### src/rtl/draw_enemies_pkg.sv
// Shared definitions for the enemy-drawing phase.
// Holds the enemy record layout, the screen geometry, the 3-3-3 colour
// constants and the FSM state encoding used by draw_enemies.
package draw_enemies_pkg;

    // Enemy table record: [23] active, [22:7] world_x tile, [6:0] y pixel
    localparam int ACTIVE_BIT = 23;
    localparam int WX_MSB     = 22;
    localparam int WX_LSB     = 7;
    localparam int Y_MSB      = 6;

    // Screen geometry in pixels
    localparam int SCREEN_W = 160;
    localparam int SCREEN_H = 120;
    localparam int TILE_PX  = 8;

    // 3-3-3 RGB colours
    localparam logic [8:0] COLOR_BLACK = 9'b000000000;
    localparam logic [8:0] COLOR_RED   = 9'b111000000;
    localparam logic [8:0] COLOR_WHITE = 9'b111111111;

    typedef enum logic [2:0] {
        S_IDLE     = 3'd0,
        S_FETCH    = 3'd1,
        S_WAIT_MEM = 3'd2,
        S_EVAL     = 3'd3,
        S_DRAW     = 3'd4,
        S_NEXT     = 3'd5,
        S_DONE     = 3'd6
    } state_t;

endpackage

### src/rtl/draw_enemies_if.sv
// Handshake, enemy-table and pixel-plot bundle between the main state
// machine side (master) and the enemy drawer (slave).
//   enable, x_offset     : phase enable and scroll position (master -> slave)
//   enemy_address/_data  : enemy table read port, 1-cycle read latency
//   x, y, color, plot    : pixel write interface shared with the other drawers
//   done                 : phase complete (slave -> master)
interface draw_enemies_if #(
    parameter int ADDR_W = 3
) ();
    logic              enable;
    logic [31:0]       x_offset;
    logic [ADDR_W-1:0] enemy_address;
    logic [23:0]       enemy_data;
    logic [7:0]        x;
    logic [6:0]        y;
    logic [8:0]        color;
    logic              plot;
    logic              done;

    modport master (
        output enable, x_offset, enemy_data,
        input  enemy_address, x, y, color, plot, done
    );

    modport slave (
        input  enable, x_offset, enemy_data,
        output enemy_address, x, y, color, plot, done
    );
endinterface

### src/rtl/draw_enemies_enemy_block_scanner.sv
// Column/row counter pair walking one enemy block in raster order.
//   clock, resetn : clock and async active-low reset
//   start_i       : clear to pixel (0,0)
//   step_i        : advance one pixel, column first, then row
//   col_o, row_o  : current pixel within the block
//   last_o        : current pixel is the bottom-right one
module enemy_block_scanner #(
    parameter int BLOCK_W = 8,
    parameter int BLOCK_H = 8,
    parameter int COL_W   = 3,
    parameter int ROW_W   = 3
) (
    input  logic             clock,
    input  logic             resetn,
    input  logic             start_i,
    input  logic             step_i,
    output logic [COL_W-1:0] col_o,
    output logic [ROW_W-1:0] row_o,
    output logic             last_o
);
    logic [COL_W-1:0] col_q;
    logic [ROW_W-1:0] row_q;
    logic             col_end_s;
    logic             row_end_s;

    assign col_end_s = (col_q == COL_W'(BLOCK_W - 1));
    assign row_end_s = (row_q == ROW_W'(BLOCK_H - 1));

    // Raster counter: start wins over step, column wraps into row
    always_ff @(posedge clock or negedge resetn) begin
        if (!resetn) begin
            col_q <= '0;
            row_q <= '0;
        end else if (start_i) begin
            col_q <= '0;
            row_q <= '0;
        end else if (step_i) begin
            if (col_end_s) begin
                col_q <= '0;
                row_q <= row_end_s ? '0 : row_q + ROW_W'(1);
            end else begin
                col_q <= col_q + COL_W'(1);
            end
        end else begin
            col_q <= col_q;
            row_q <= row_q;
        end
    end

    assign col_o  = col_q;
    assign row_o  = row_q;
    assign last_o = col_end_s && row_end_s;
endmodule

### src/rtl/draw_enemies.sv
// Enemy-drawing phase responder for the main FSM enable/done handshake.
// Walks the enemy table, culls entries outside the 20-tile scroll window
// and plots each visible enemy as a solid block, one pixel per cycle.
//   clock, resetn : clock and async active-low reset
//   bus (slave)   : enable/x_offset in, enemy table port, x/y/color/plot out,
//                   done out
module draw_enemies #(
    parameter int         NUM_ENEMIES  = 8,
    parameter int         ADDR_W       = 3,
    parameter int         ENEMY_W      = 8,
    parameter int         ENEMY_H      = 8,
    parameter logic [8:0] ENEMY_COLOR  = 9'b111000000,
    parameter int         SCREEN_TILES = 20,
    parameter int         SCREEN_H     = 120
) (
    input  logic           clock,
    input  logic           resetn,
    draw_enemies_if.slave  bus
);
    import draw_enemies_pkg::*;

    localparam int COL_W = (ENEMY_W > 1) ? $clog2(ENEMY_W) : 1;
    localparam int ROW_W = (ENEMY_H > 1) ? $clog2(ENEMY_H) : 1;

    state_t            state_q;
    logic [ADDR_W-1:0] index_q;
    logic [ADDR_W-1:0] addr_q;
    logic [7:0]        base_x_q;
    logic [6:0]        base_y_q;
    logic [7:0]        x_q;
    logic [6:0]        y_q;
    logic [8:0]        color_q;
    logic              plot_q;
    logic              done_q;

    logic              rec_active_s;
    logic [15:0]       rec_wx_s;
    logic [6:0]        rec_y_s;
    logic [31:0]       diff_s;
    logic              visible_s;
    logic [7:0]        eval_x_s;
    logic              eval_plot_s;

    logic              scan_start_s;
    logic              scan_step_s;
    logic [COL_W-1:0]  col_s;
    logic [ROW_W-1:0]  row_s;
    logic              last_s;

    logic [COL_W-1:0]  col_d;
    logic [ROW_W-1:0]  row_d;
    logic [7:0]        x_d;
    logic [7:0]        y_sum_d;
    logic              plot_d;

    assign scan_start_s = (state_q == S_EVAL);
    assign scan_step_s  = (state_q == S_DRAW);

    enemy_block_scanner #(
        .BLOCK_W (ENEMY_W),
        .BLOCK_H (ENEMY_H),
        .COL_W   (COL_W),
        .ROW_W   (ROW_W)
    ) u_scanner (
        .clock   (clock),
        .resetn  (resetn),
        .start_i (scan_start_s),
        .step_i  (scan_step_s),
        .col_o   (col_s),
        .row_o   (row_s),
        .last_o  (last_s)
    );

    // Record decode and window cull; a negative difference wraps high and fails
    always_comb begin
        rec_active_s = bus.enemy_data[ACTIVE_BIT];
        rec_wx_s     = bus.enemy_data[WX_MSB:WX_LSB];
        rec_y_s      = bus.enemy_data[Y_MSB:0];
        diff_s       = {16'b0, rec_wx_s} - bus.x_offset;
        visible_s    = rec_active_s && (diff_s < 32'(SCREEN_TILES));
        eval_x_s     = {diff_s[4:0], 3'b000};
        eval_plot_s  = ({1'b0, rec_y_s} < 8'(SCREEN_H));
    end

    // Pixel that follows the one currently on the outputs, so that the
    // registered outputs line up exactly with the DRAW cycles
    always_comb begin
        col_d = '0;
        row_d = '0;
        if (col_s == COL_W'(ENEMY_W - 1)) begin
            col_d = '0;
            row_d = row_s + ROW_W'(1);
        end else begin
            col_d = col_s + COL_W'(1);
            row_d = row_s;
        end
        x_d     = base_x_q + 8'(col_d);
        y_sum_d = {1'b0, base_y_q} + 8'(row_d);
        plot_d  = (y_sum_d < 8'(SCREEN_H));
    end

    // Phase FSM with registered pixel and handshake outputs
    always_ff @(posedge clock or negedge resetn) begin
        if (!resetn) begin
            state_q  <= S_IDLE;
            index_q  <= '0;
            addr_q   <= '0;
            base_x_q <= 8'd0;
            base_y_q <= 7'd0;
            x_q      <= 8'd0;
            y_q      <= 7'd0;
            color_q  <= COLOR_BLACK;
            plot_q   <= 1'b0;
            done_q   <= 1'b0;
        end else if ((state_q != S_IDLE) && !bus.enable) begin
            // Enable dropped mid-phase: abandon the frame, no resume
            state_q <= S_IDLE;
            plot_q  <= 1'b0;
            done_q  <= 1'b0;
        end else begin
            case (state_q)
                S_IDLE: begin
                    plot_q <= 1'b0;
                    done_q <= 1'b0;
                    if (bus.enable) begin
                        index_q <= '0;
                        state_q <= S_FETCH;
                    end else begin
                        state_q <= S_IDLE;
                    end
                end
                S_FETCH: begin
                    addr_q  <= index_q;
                    state_q <= S_WAIT_MEM;
                end
                S_WAIT_MEM: begin
                    state_q <= S_EVAL;
                end
                S_EVAL: begin
                    if (visible_s) begin
                        base_x_q <= eval_x_s;
                        base_y_q <= rec_y_s;
                        x_q      <= eval_x_s;
                        y_q      <= rec_y_s;
                        color_q  <= ENEMY_COLOR;
                        plot_q   <= eval_plot_s;
                        state_q  <= S_DRAW;
                    end else begin
                        state_q  <= S_NEXT;
                    end
                end
                S_DRAW: begin
                    if (last_s) begin
                        plot_q  <= 1'b0;
                        state_q <= S_NEXT;
                    end else begin
                        x_q    <= x_d;
                        y_q    <= y_sum_d[6:0];
                        plot_q <= plot_d;
                    end
                end
                S_NEXT: begin
                    if (index_q == ADDR_W'(NUM_ENEMIES - 1)) begin
                        done_q  <= 1'b1;
                        state_q <= S_DONE;
                    end else begin
                        index_q <= index_q + ADDR_W'(1);
                        state_q <= S_FETCH;
                    end
                end
                S_DONE: begin
                    done_q  <= 1'b1;
                    plot_q  <= 1'b0;
                    state_q <= S_DONE;
                end
                default: begin
                    plot_q  <= 1'b0;
                    done_q  <= 1'b0;
                    state_q <= S_IDLE;
                end
            endcase
        end
    end

    assign bus.enemy_address = addr_q;
    assign bus.x             = x_q;
    assign bus.y             = y_q;
    assign bus.color         = color_q;
    assign bus.plot          = plot_q;
    assign bus.done          = done_q;
endmodule

### src/flat_wrapper.sv
// flat-port wrapper written by rule: the top's interface ports become plain ports
module draw_enemies_flat import draw_enemies_pkg::*;
#(
    parameter int         NUM_ENEMIES  = 8,
    parameter int         ADDR_W       = 3,
    parameter int         ENEMY_W      = 8,
    parameter int         ENEMY_H      = 8,
    parameter logic [8:0] ENEMY_COLOR  = 9'b111000000,
    parameter int         SCREEN_TILES = 20,
    parameter int         SCREEN_H     = 120
)
  (clock, resetn, bus_enable, bus_x_offset, bus_enemy_data, bus_enemy_address, bus_x, bus_y, bus_color, bus_plot, bus_done);
  draw_enemies_if #(.ADDR_W(ADDR_W)) bus_i ();
  input  logic clock;
  input  logic resetn;
  input wire logic [$bits(bus_i.enable)-1:0] bus_enable;
  input wire logic [$bits(bus_i.x_offset)-1:0] bus_x_offset;
  input wire logic [$bits(bus_i.enemy_data)-1:0] bus_enemy_data;
  output wire logic [$bits(bus_i.enemy_address)-1:0] bus_enemy_address;
  output wire logic [$bits(bus_i.x)-1:0] bus_x;
  output wire logic [$bits(bus_i.y)-1:0] bus_y;
  output wire logic [$bits(bus_i.color)-1:0] bus_color;
  output wire logic [$bits(bus_i.plot)-1:0] bus_plot;
  output wire logic [$bits(bus_i.done)-1:0] bus_done;
  assign bus_i.enable = bus_enable;
  assign bus_i.x_offset = bus_x_offset;
  assign bus_i.enemy_data = bus_enemy_data;
  assign bus_enemy_address = bus_i.enemy_address;
  assign bus_x = bus_i.x;
  assign bus_y = bus_i.y;
  assign bus_color = bus_i.color;
  assign bus_plot = bus_i.plot;
  assign bus_done = bus_i.done;
  draw_enemies #(.NUM_ENEMIES(NUM_ENEMIES), .ADDR_W(ADDR_W), .ENEMY_W(ENEMY_W), .ENEMY_H(ENEMY_H), .ENEMY_COLOR(ENEMY_COLOR), .SCREEN_TILES(SCREEN_TILES), .SCREEN_H(SCREEN_H)) u_core (.clock(clock), .resetn(resetn), .bus(bus_i));
endmodule
### config.mk
export PLATFORM = sky130hd
export DESIGN_NAME = draw_enemies_flat
export DESIGN_NICKNAME = d
export VERILOG_FILES = /design/src/rtl/draw_enemies_pkg.sv /design/src/rtl/draw_enemies_if.sv /design/src/rtl/draw_enemies_enemy_block_scanner.sv /design/src/rtl/draw_enemies.sv /design/src/flat_wrapper.sv
export SDC_FILE = /design/constraint.sdc
export NUM_CORES = 1
export LEC_CHECK = 0
export BUFFER_PORTS_ARGS = -buffer_cell sky130_fd_sc_hd__buf_4
export CAP_MARGIN = 5
export CORE_MARGIN = 2
export CORE_UTILIZATION = 30
export DETAILED_ROUTE_END_ITERATION = 6
export PLACE_DENSITY = 0.61
export SYNTH_ARGS = -nofsm -noshare
export SYNTH_HDL_FRONTEND = slang
export SYNTH_SLANG_ARGS = --single-unit
### constraint.sdc
create_clock -name clock -period 2.9 [get_ports clock]
set_input_delay 0.29 -clock clock [delete_from_list [all_inputs] [get_ports clock]]
set_output_delay 0.29 -clock clock [all_outputs]
set_load 0.02 [all_outputs]
## Yosys cells after proc, flatten, opt, wreduce, memory -nomap -nowiden

Cells that the tools add are included.

| storage, ports and cells | value |
|---|---|
| memory bits (read-only) | 0 |
| word-level logic and storage cells | 88 |
| flip-flop bits (word level) | 45 |
| output and inout port bits | 29 |
| memories | 0 |
| bits in latches | 0 |
| bits in writable memories | 0 |
| input port bits | 59 |

| cells by class | value |
|---|---|
| order comparisons | 3 |
| eq/ne operators | 18 |
| mux-type cells | 30 |
| div/mod/pow operators | 0 |
| reduce and logical (&&, ||, !) cells | 18 |
| bitwise operators | 1 |
| multipliers | 0 |
| shift operators | 0 |
| add/subtract/negate cells | 6 |

Operators by type and width:

| kind | number |
|---|---|
| $mux W3 | 13 |
| $lt A32 B5 Y1 const B | 1 |
| $sub A16 B32 Y32 | 1 |
| $pmux W3 S7 | 1 |
| $eq A3 B3 Y1 const B | 6 |
| $mux W8 | 2 |
| $pmux W8 S2 | 1 |
| $mux W7 | 2 |
| $pmux W7 S2 | 1 |
| $add A3 B1 Y3 const B | 3 |
| $add A7 B3 Y8 | 1 |
| $add A8 B3 Y8 | 1 |
| $lt A8 B7 Y1 const B | 1 |
| $reduce_and A2 Y1 | 4 |
| $reduce_and A4 Y1 | 2 |
| $lt A7 B7 Y1 const B | 1 |
| $mux W1 | 7 |
| $eq A3 B2 Y1 const B | 2 |
| $ne A2 B1 Y1 const B | 3 |
| $ne A2 B2 Y1 const B | 3 |
| $pmux W1 S3 | 2 |
| $pmux W3 S2 | 1 |
| $reduce_bool A2 Y1 | 3 |
| $reduce_or A4 Y1 | 1 |
| 11 further kinds | 13 |

## Depth between registers and ports, before layout

Gate-level depths: netlist of the first run.

| logic depth | value |
|---|---|
| depth in word-level cells | 7 |
| mapped depth | 16 |
| mapped depth without buffers | 13 |

## Cells and area by module

A second synthesis of the first run with hierarchy kept.

| second synthesis, totals | value |
|---|---|
| cell total of the unflattened synthesis | 485 |
| area total of the unflattened synthesis | 4097.7 um^2 |

By module, submodules not included:

| module | seq. area each (um^2) | cells an instance | area an instance (um^2) | times used |
|---|---|---|---|---|
| draw_enemies | 975.9 | 457 | 3762.4 | 1 |
| enemy_block_scanner | 150.1 | 28 | 335.3 | 1 |

## Least setup slack after synthesis of the first run

OpenSTA, ideal clock, no wires.

| timing path | value |
|---|---|
| path kind | input to register |
| from | input port bus_enemy_data[7] |
| to | register u_core.base_y_q[0] |
| data arrival time | 3.367 ns |
| data required time | 2.775 ns |
| slack | -0.592 ns |
| stages | 16 |
| setup time | 0.125 ns |
| path buffers | 3 |
| cells stage by stage | inv_1 -> ha_1 -> fa_1 -> nand2b_1 -> a21o_1 -> or4_4 -> a2111oi_2 -> o21ai_1 -> o2111ai_1 -> nor4_1 -> and4_1 -> buf_6 -> and3_1 -> buf_6 -> buf_8 -> mux2_4 |

| between the ends | value |
|---|---|
| cells in the longest elaborated chain, start to end | 4 |

Ends and longest elaborated chain:

| item | RTL line | source |
|---|---|---|
| start: declaration | flat_wrapper.sv:18 | `input wire logic [$bits(bus_i.enemy_data)-1:0] bus_enemy_data;` |
| $sub A16 B32 Y32 | draw_enemies.sv:79 | `diff_s = {16'b0, rec_wx_s} - bus.x_offset;` |
| $lt A32 B5 Y1 | draw_enemies.sv:80 | `visible_s = rec_active_s && (diff_s < 32'(SCREEN_TILES));` |
| $logic_and A1 B1 Y1 | draw_enemies.sv:80 |  |
| $reduce_and A3 Y1 (no source line) | - |  |
| end signal: assignment | draw_enemies.sv:142 | `base_y_q <= rec_y_s;` |
| end: declaration | draw_enemies.sv:29 | `logic [6:0] base_y_q;` |

No other way between the ends.
A chain may end at the register's enable or synchronous reset.

## Worst setup path in the final report of the first run

| timing path | value |
|---|---|
| from | input port bus_enemy_data[7] |
| to | register u_core.base_y_q[3] |

The elaborated chain is that of the path after synthesis.

==> flow_summary.toml, run 1 <==
[outcome]
status = "finished with violations"
violations = "negative setup slack"

[finish]
drive_gt1_share_pct = 38.6
nets = 784
design_area_sq_um = 6190
antenna_cells = 0
layout.cells.non_filler = 879
final_util_pct = 44.8
syn_to_final_growth_pct = 46.3

[cts]
clk_pin_slew_worst_paths_ns = 0.07
cts_num_sinks = 45
cts-buffers-inserted = 5
cts_root_buf = "clkbuf_16"
clock_latency_ns = 0.29
cts_tree = "yes"
clock_path_buffers = 2
htreeDepth = 2

[power]
powerDensity_nw_per_um2 = 321
pwr-share-seq_pct = 34.0
pwr-share-clk_pct = 28.7
power_switching_share_pct = 32.6
p_total_uw = 1990
p_int_uw = 1340
p_leak_uw = 0.00288
power_frac_comb_pct = 37.3
peakVddDrop_mv = 0.201
power.switching_uw = 649

[timing]
min_period_ns = 3.07
slew_viol_final = 0
relSlewSlack_pct = 61.4
setup_ws_ns = -0.167
worst_pin_slew_ns = 0.578
hold_viol = 0
clock_skew_ns = 0.0128
min_period_over_period_pct = 106
setup_viol = 23
timing.fmax_ghz = 0.326
rsz0062_at_grt = "true"

[floorplan]
ioPinCount = 88
die_w_um = 123
placementRows = 43
fp.dieH_um = 123
core_sq_um = 13800
start_util_pct = 30.6
die-area_sq_um = 15100

[logic_synthesis]
ys_types = 68
synth_top_cells_by_area = "dfrtp_1 (27%), ha_1 (7.4%), nand2_1 (5.1%)"
synth.avg_cell_area_sq_um = 7.94
yosysMostFrequentCell = "nand2_1"
yosys.area.top_type_share_pct = 26.6
yosysSeqAreaShare_pct = 26.6
synth_commonest_cells = "nand2_1 (57), dfrtp_1 (45), a21oi_1 (41)"
synth_edf_count = 0
syn_area_sq_um = 4230
synth_ff_type = "dfrtp_1"
ys_warn_count = 0
yosysTopAreaCell = "dfrtp_1"
synthCells = 533
async_flop_share_pct = 100
ys_seq_elements = 45

[global_route]
gr-total-overflow = 0
grt_pass1_vias = 4430
grt_max_degree = 46
track_usage_pct = 16.9
grt_antenna_before_repair = 0
grt_pass1_wl_mm = 20.6

[placed_design]
dp.cells = 858
io_buffers = 81
placedInstanceArea_sq_um = 5690
gp_congestion = 0.906
dp_hpwl_mm = 9.62

[drt]
vias = 4588
drc = 0
post_drt_via_cell_ratio = 5.22
wl_per_cell_um = 14.8
firstDrtPassIters = 5
ant_nets = 0
drtIter0Drc = 311
wl_mm = 13.0

[worst_setup_path]
critPathCaptureType = "flop"
start_kind = "input port"
worstPathCellList = "buf_8 -> inv_12 -> ha_4 -> fa_2 -> nand2b_4 -> a21o_1 -> or4_4 -> a21oi_2 -> o2111ai_2 -> nor4_2 -> and4_4 -> and3_4 -> mux2_4"
crit_arrival_ns = 3.23
critPathKind = "in -> reg"
cp_max_fo = 6
crit_required_ns = 3.06
crit_slowest_cell = "or4_4"
slowest_delay_ns = 0.47

[job]
maxCapViolCount = 0

[hold_path]
hold_class = "in -> async"
## sequential cells by signal, indices dropped and copies added, names as in the netlist
register                  cells
u_core.bus.color              1
u_core.bus.plot               1
u_core.base_x_q               5
u_core.bus.enemy_address      3
u_core.bus.y                  7
u_core.bus.x                  8
u_core.state_q                3
u_core.index_q                3
u_core.u_scanner.row_o        3
u_core.base_y_q               7
u_core.bus.done               1
u_core.u_scanner.col_o        3
## metal layers
layer | track usage (%) | vias up | routed length, um
met3 | 2.42 | 13 | 656
met5 | 0 | - | 0
met2 | 30.1 | 129 | 6640
li1 | - | 2255 | -
met1 | 21.3 | 2191 | 5560
met4 | 4.24 | 0 | 117
## area by class of cell
cell class              count  area [sq um]
multi-input cells         424          3120
fillers                  1359          7640
repair buffers            187          1430
flip-flops and latches     45          1130
well taps                 180           225
inverters                  35           144
clock buffers               6           129
clock inverters             2          15.0
## critical path, delay by kind of cell
kind            cells  cell delay (ns)
buf+inv             2             0.12
fa+ha+maj           2             0.50
simple gates        5             1.52
mux                 1             0.31
compound gates      3             0.48
## logic make-up (layout without fill, tap and decap cells)
| group | count (synthesis) | count (layout) | share of synthesized area, % |
|---|---|---|---|
| other | 1 | 6 | 0.0886 |
| xor gates and xnor gates | 14 | 14 | 2.90 |
| adders and majority gates | 27 | 27 | 8.34 |
| muxes | 28 | 28 | 7.93 |
| and+or+nand+nor | 210 | 211 | 25.4 |
| buffers and inverters | 70 | 230 | 7.78 |
| DFF | 45 | 45 | 26.6 |
| AOI/OAI and AO/OA | 138 | 138 | 21.0 |
## cell usage in the layout (no fill, tap or decap), drive strengths merged, types with 6 or more instances in the layout
master    n
mux2     23
a31oi    11
ha       25
nand2b    6
o21ai    31
inv      34
a21o      8
and3      6
nor2     39
a21oi    42
nand4    18
or3       9
clkbuf    6
conb      6
xnor2     9
nand2    58
nand3    23
buf     187
nor3     12
dfrtp    45
nor2b    13
## path summary, 6_finish.rpt
kind,cells after the start,startpoint,to,slack (ns)
max,13,bus_enemy_data[7],u_core.base_y_q[3],-0.17
min,1,resetn,u_core.base_y_q[4],0.006
max reg2reg,13,u_core.u_scanner.col_o[0],u_core.bus.plot,0.04
min reg2reg,1,u_core.bus.enemy_address[2],u_core.bus.enemy_address[2],0.52
max in group asynchronous,1,resetn,u_core.bus.y[5],2.50
min in group clock,2,bus_enemy_data[2],u_core.base_y_q[2],0.25
## power by group through the flow
| stage | logic [uW] | clock network (uW) | registers (uW) |
|---|---|---|---|
| 6_report | 741 | 571 | 676 |
| 2_1_floorplan | 358 | 0 | 681 |
| 5_1_grt | 814 | 608 | 680 |
| 4_1_cts | 690 | 579 | 675 |
| 3_3_place_gp | 660 | 0 | 685 |
| 3_5_place_dp | 670 | 0 | 688 |
## through the flow
stage / hold slack (ns) / setup slack [ns] / setup TNS [ns]
2_1_floorplan: -0.00559 / -0.346 / -5.32
3_3_place_gp: 0.328 / -0.615 / -15.29
3_5_place_dp: 0.339 / -0.623 / -14.90
4_1_cts: 0.0258 / -0.193 / -3.19
5_1_grt: 0.0587 / -0.270 / -5.85
6_report: 0.00586 / -0.167 / -2.86
## what timing repair did
| action | in CTS | in global routing |
|---|---|---|
| cloned | 1 | 0 |
| endpoints found under the hold margin | 0 | 0 |
| pin swaps | 6 | 13 |
| hold buffers | 0 | 0 |
| endpoints found under the setup margin | 28 | 30 |
| resized for setup | 29 | 25 |
| setup buffers | 1 | 11 |
Power figures use the tool's default switching activity.
==> inputs of run 2 (changes only) <==
Settings changed: SETUP_SLACK_MARGIN from default to 0.02.
==> run 2 against run 1 <==
Compared with the run above: the run still ends with negative setup slack left; clock power fell by 5.4%; largest cell class unchanged; routed wire length rose by 0.62%; sequential power barely moved.
==> flow_summary.toml, run 2 (synthesized netlist as in run 1, its figures left out) <==
[global_route]
track_usage_pct = 17.4
grt_pass1_wl_mm = 21.6
grt_antenna_before_repair = 0
grt_pass1_vias = 4595
gr-total-overflow = 0
grt_max_degree = 46

[cts]
postCtsHoldBufs = 0
htreeDepth = 2
clock_path_buffers = 2
clock_latency_ns = 0.28
clk_pin_slew_worst_paths_ns = 0.06
cts_tree = "yes"
cts_num_sinks = 45
cts_root_buf = "clkbuf_16"
cts-buffers-inserted = 5

[floorplan]
placementRows = 43
start_util_pct = 30.6
die-area_sq_um = 15100
core_sq_um = 13800
die_w_um = 123
ioPinCount = 88
fp.dieH_um = 123

[drt]
ant_nets = 0
wl_mm = 13.1
drtIter0Drc = 319
post_drt_via_cell_ratio = 5.36
vias = 4681
firstDrtPassIters = 5
drc = 0
wl_per_cell_um = 15.0

[timing]
min_period_ns = 3.05
timing.fmax_ghz = 0.327
worst_pin_slew_ns = 0.597
setup_viol = 25
rsz0062_at_grt = "true"
clock_skew_ns = 0.00720
slew_viol_final = 0
setup_ws_ns = -0.155
hold_viol = 0
holdWs_ns = 0.00500
min_period_over_period_pct = 105
relSlewSlack_pct = 60.2

[outcome]
violations = "negative setup slack"
status = "finished with violations"

[job]
maxCapViolCount = 0

[worst_setup_path]
critPathKind = "in -> reg"
critPathCaptureType = "flop"
crit_end = "u_core.base_y_q[5]"
cp_max_fo = 6
r2r_start = "u_core.u_scanner.col_o[0]"
worstPathCellList = "buf_8 -> inv_12 -> ha_4 -> fa_2 -> nand2b_4 -> a21oi_4 -> o21ai_2 -> a31o_1 -> or3_1 -> a22o_1 -> nor4_2 -> and4_4 -> and3_4 -> mux2_4"
r2r.worst_path.cells = 13
cp-startpoint = "bus_enemy_data[7]"
slowest_delay_ns = 0.34
r2r_setup_slack_ns = 0.02
crit_slowest_cell = "fa_2"
start_kind = "input port"
crit_arrival_ns = 3.22
crit_required_ns = 3.06
timing.rr.end = "u_core.bus.plot"

[finish]
largest_register_ffs = 8
syn_to_final_growth_pct = 47.0
layout.cells.non_filler = 873
nets = 778
drive_gt1_share_pct = 39.7
final_util_pct = 45.0
design_area_sq_um = 6220
final_common_cell = "buf_4"
antenna_cells = 0
final_cell_mix = "buf_4 (175), nand2_1 (54), dfrtp_1 (45), nor2_1 (39), a21oi_1 (32)"

[placed_design]
gp_congestion = 0.918
dp.cells = 856
io_buffers = 81
dp_hpwl_mm = 9.68
placedInstanceArea_sq_um = 5680
pre_cts_slack_ns = -0.781

[power]
powerDensity_nw_per_um2 = 317
p_leak_uw = 0.00288
peakVddDrop_mv = 0.200

[hold_path]
hold_class = "in -> async"
-- run 2: worst max-delay path: cells and delay by family --
family | cells | cell delay, ns
AOI/OAI and AO/OA | 4 | 0.66
adders and majority gates | 2 | 0.49
buffers and inverters | 2 | 0.12
muxes | 1 | 0.31
and+or+nand+nor | 5 | 1.34
-- run 2: through the flow --
step,TNS [ns],power [uW]
after floorplan,-5.30,1040
final,-2.49,1970
after global routing,-6.39,2090
after global placement,-17.14,1340
after CTS,-3.69,1930
after detailed placement,-20.62,1360
-- run 2: metal layers --
layer / global-route usage, % / vias to the layer above / wire length (um)
met5: 0 / - / 0
met4: 6.54 / 0 / 355
met3: 2.14 / 37 / 665
met2: 29.9 / 165 / 6460
met1: 22.2 / 2227 / 5580
li1: - / 2252 / -
-- run 2: worst min-delay path by stage --
stage	end	slack [ns]
floorplan	u_core.base_x_q[3]	-0.006
global placement	u_core.base_y_q[6]	0.33
detailed placement	u_core.bus.color[6]	0.33
CTS	u_core.base_y_q[4]	0.03
global route	u_core.bus.y[0]	0.06
finish	u_core.base_y_q[4]	0.005
-- run 2: repair_timing --
item	in CTS	in global routing
setup endpoints to repair	30	30
cloned	1	0
gates resized for setup	36	38
pin swaps	10	22
setup buffers	4	5
-- run 2: power by group --
| part | switching (uW) | internal [uW] |
|---|---|---|
| logic | 381 | 375 |
| clock network | 224 | 316 |
| registers | 27.1 | 648 |
-- run 2: final cells by class --
class	count	area, sq um
fillers	1341	7610
multi-input cells	424	3190
repair buffers	181	1390
flip-flops and latches	45	1130
well taps	180	225
inverters	35	144
clock buffers	6	129
clock inverters	2	10.0
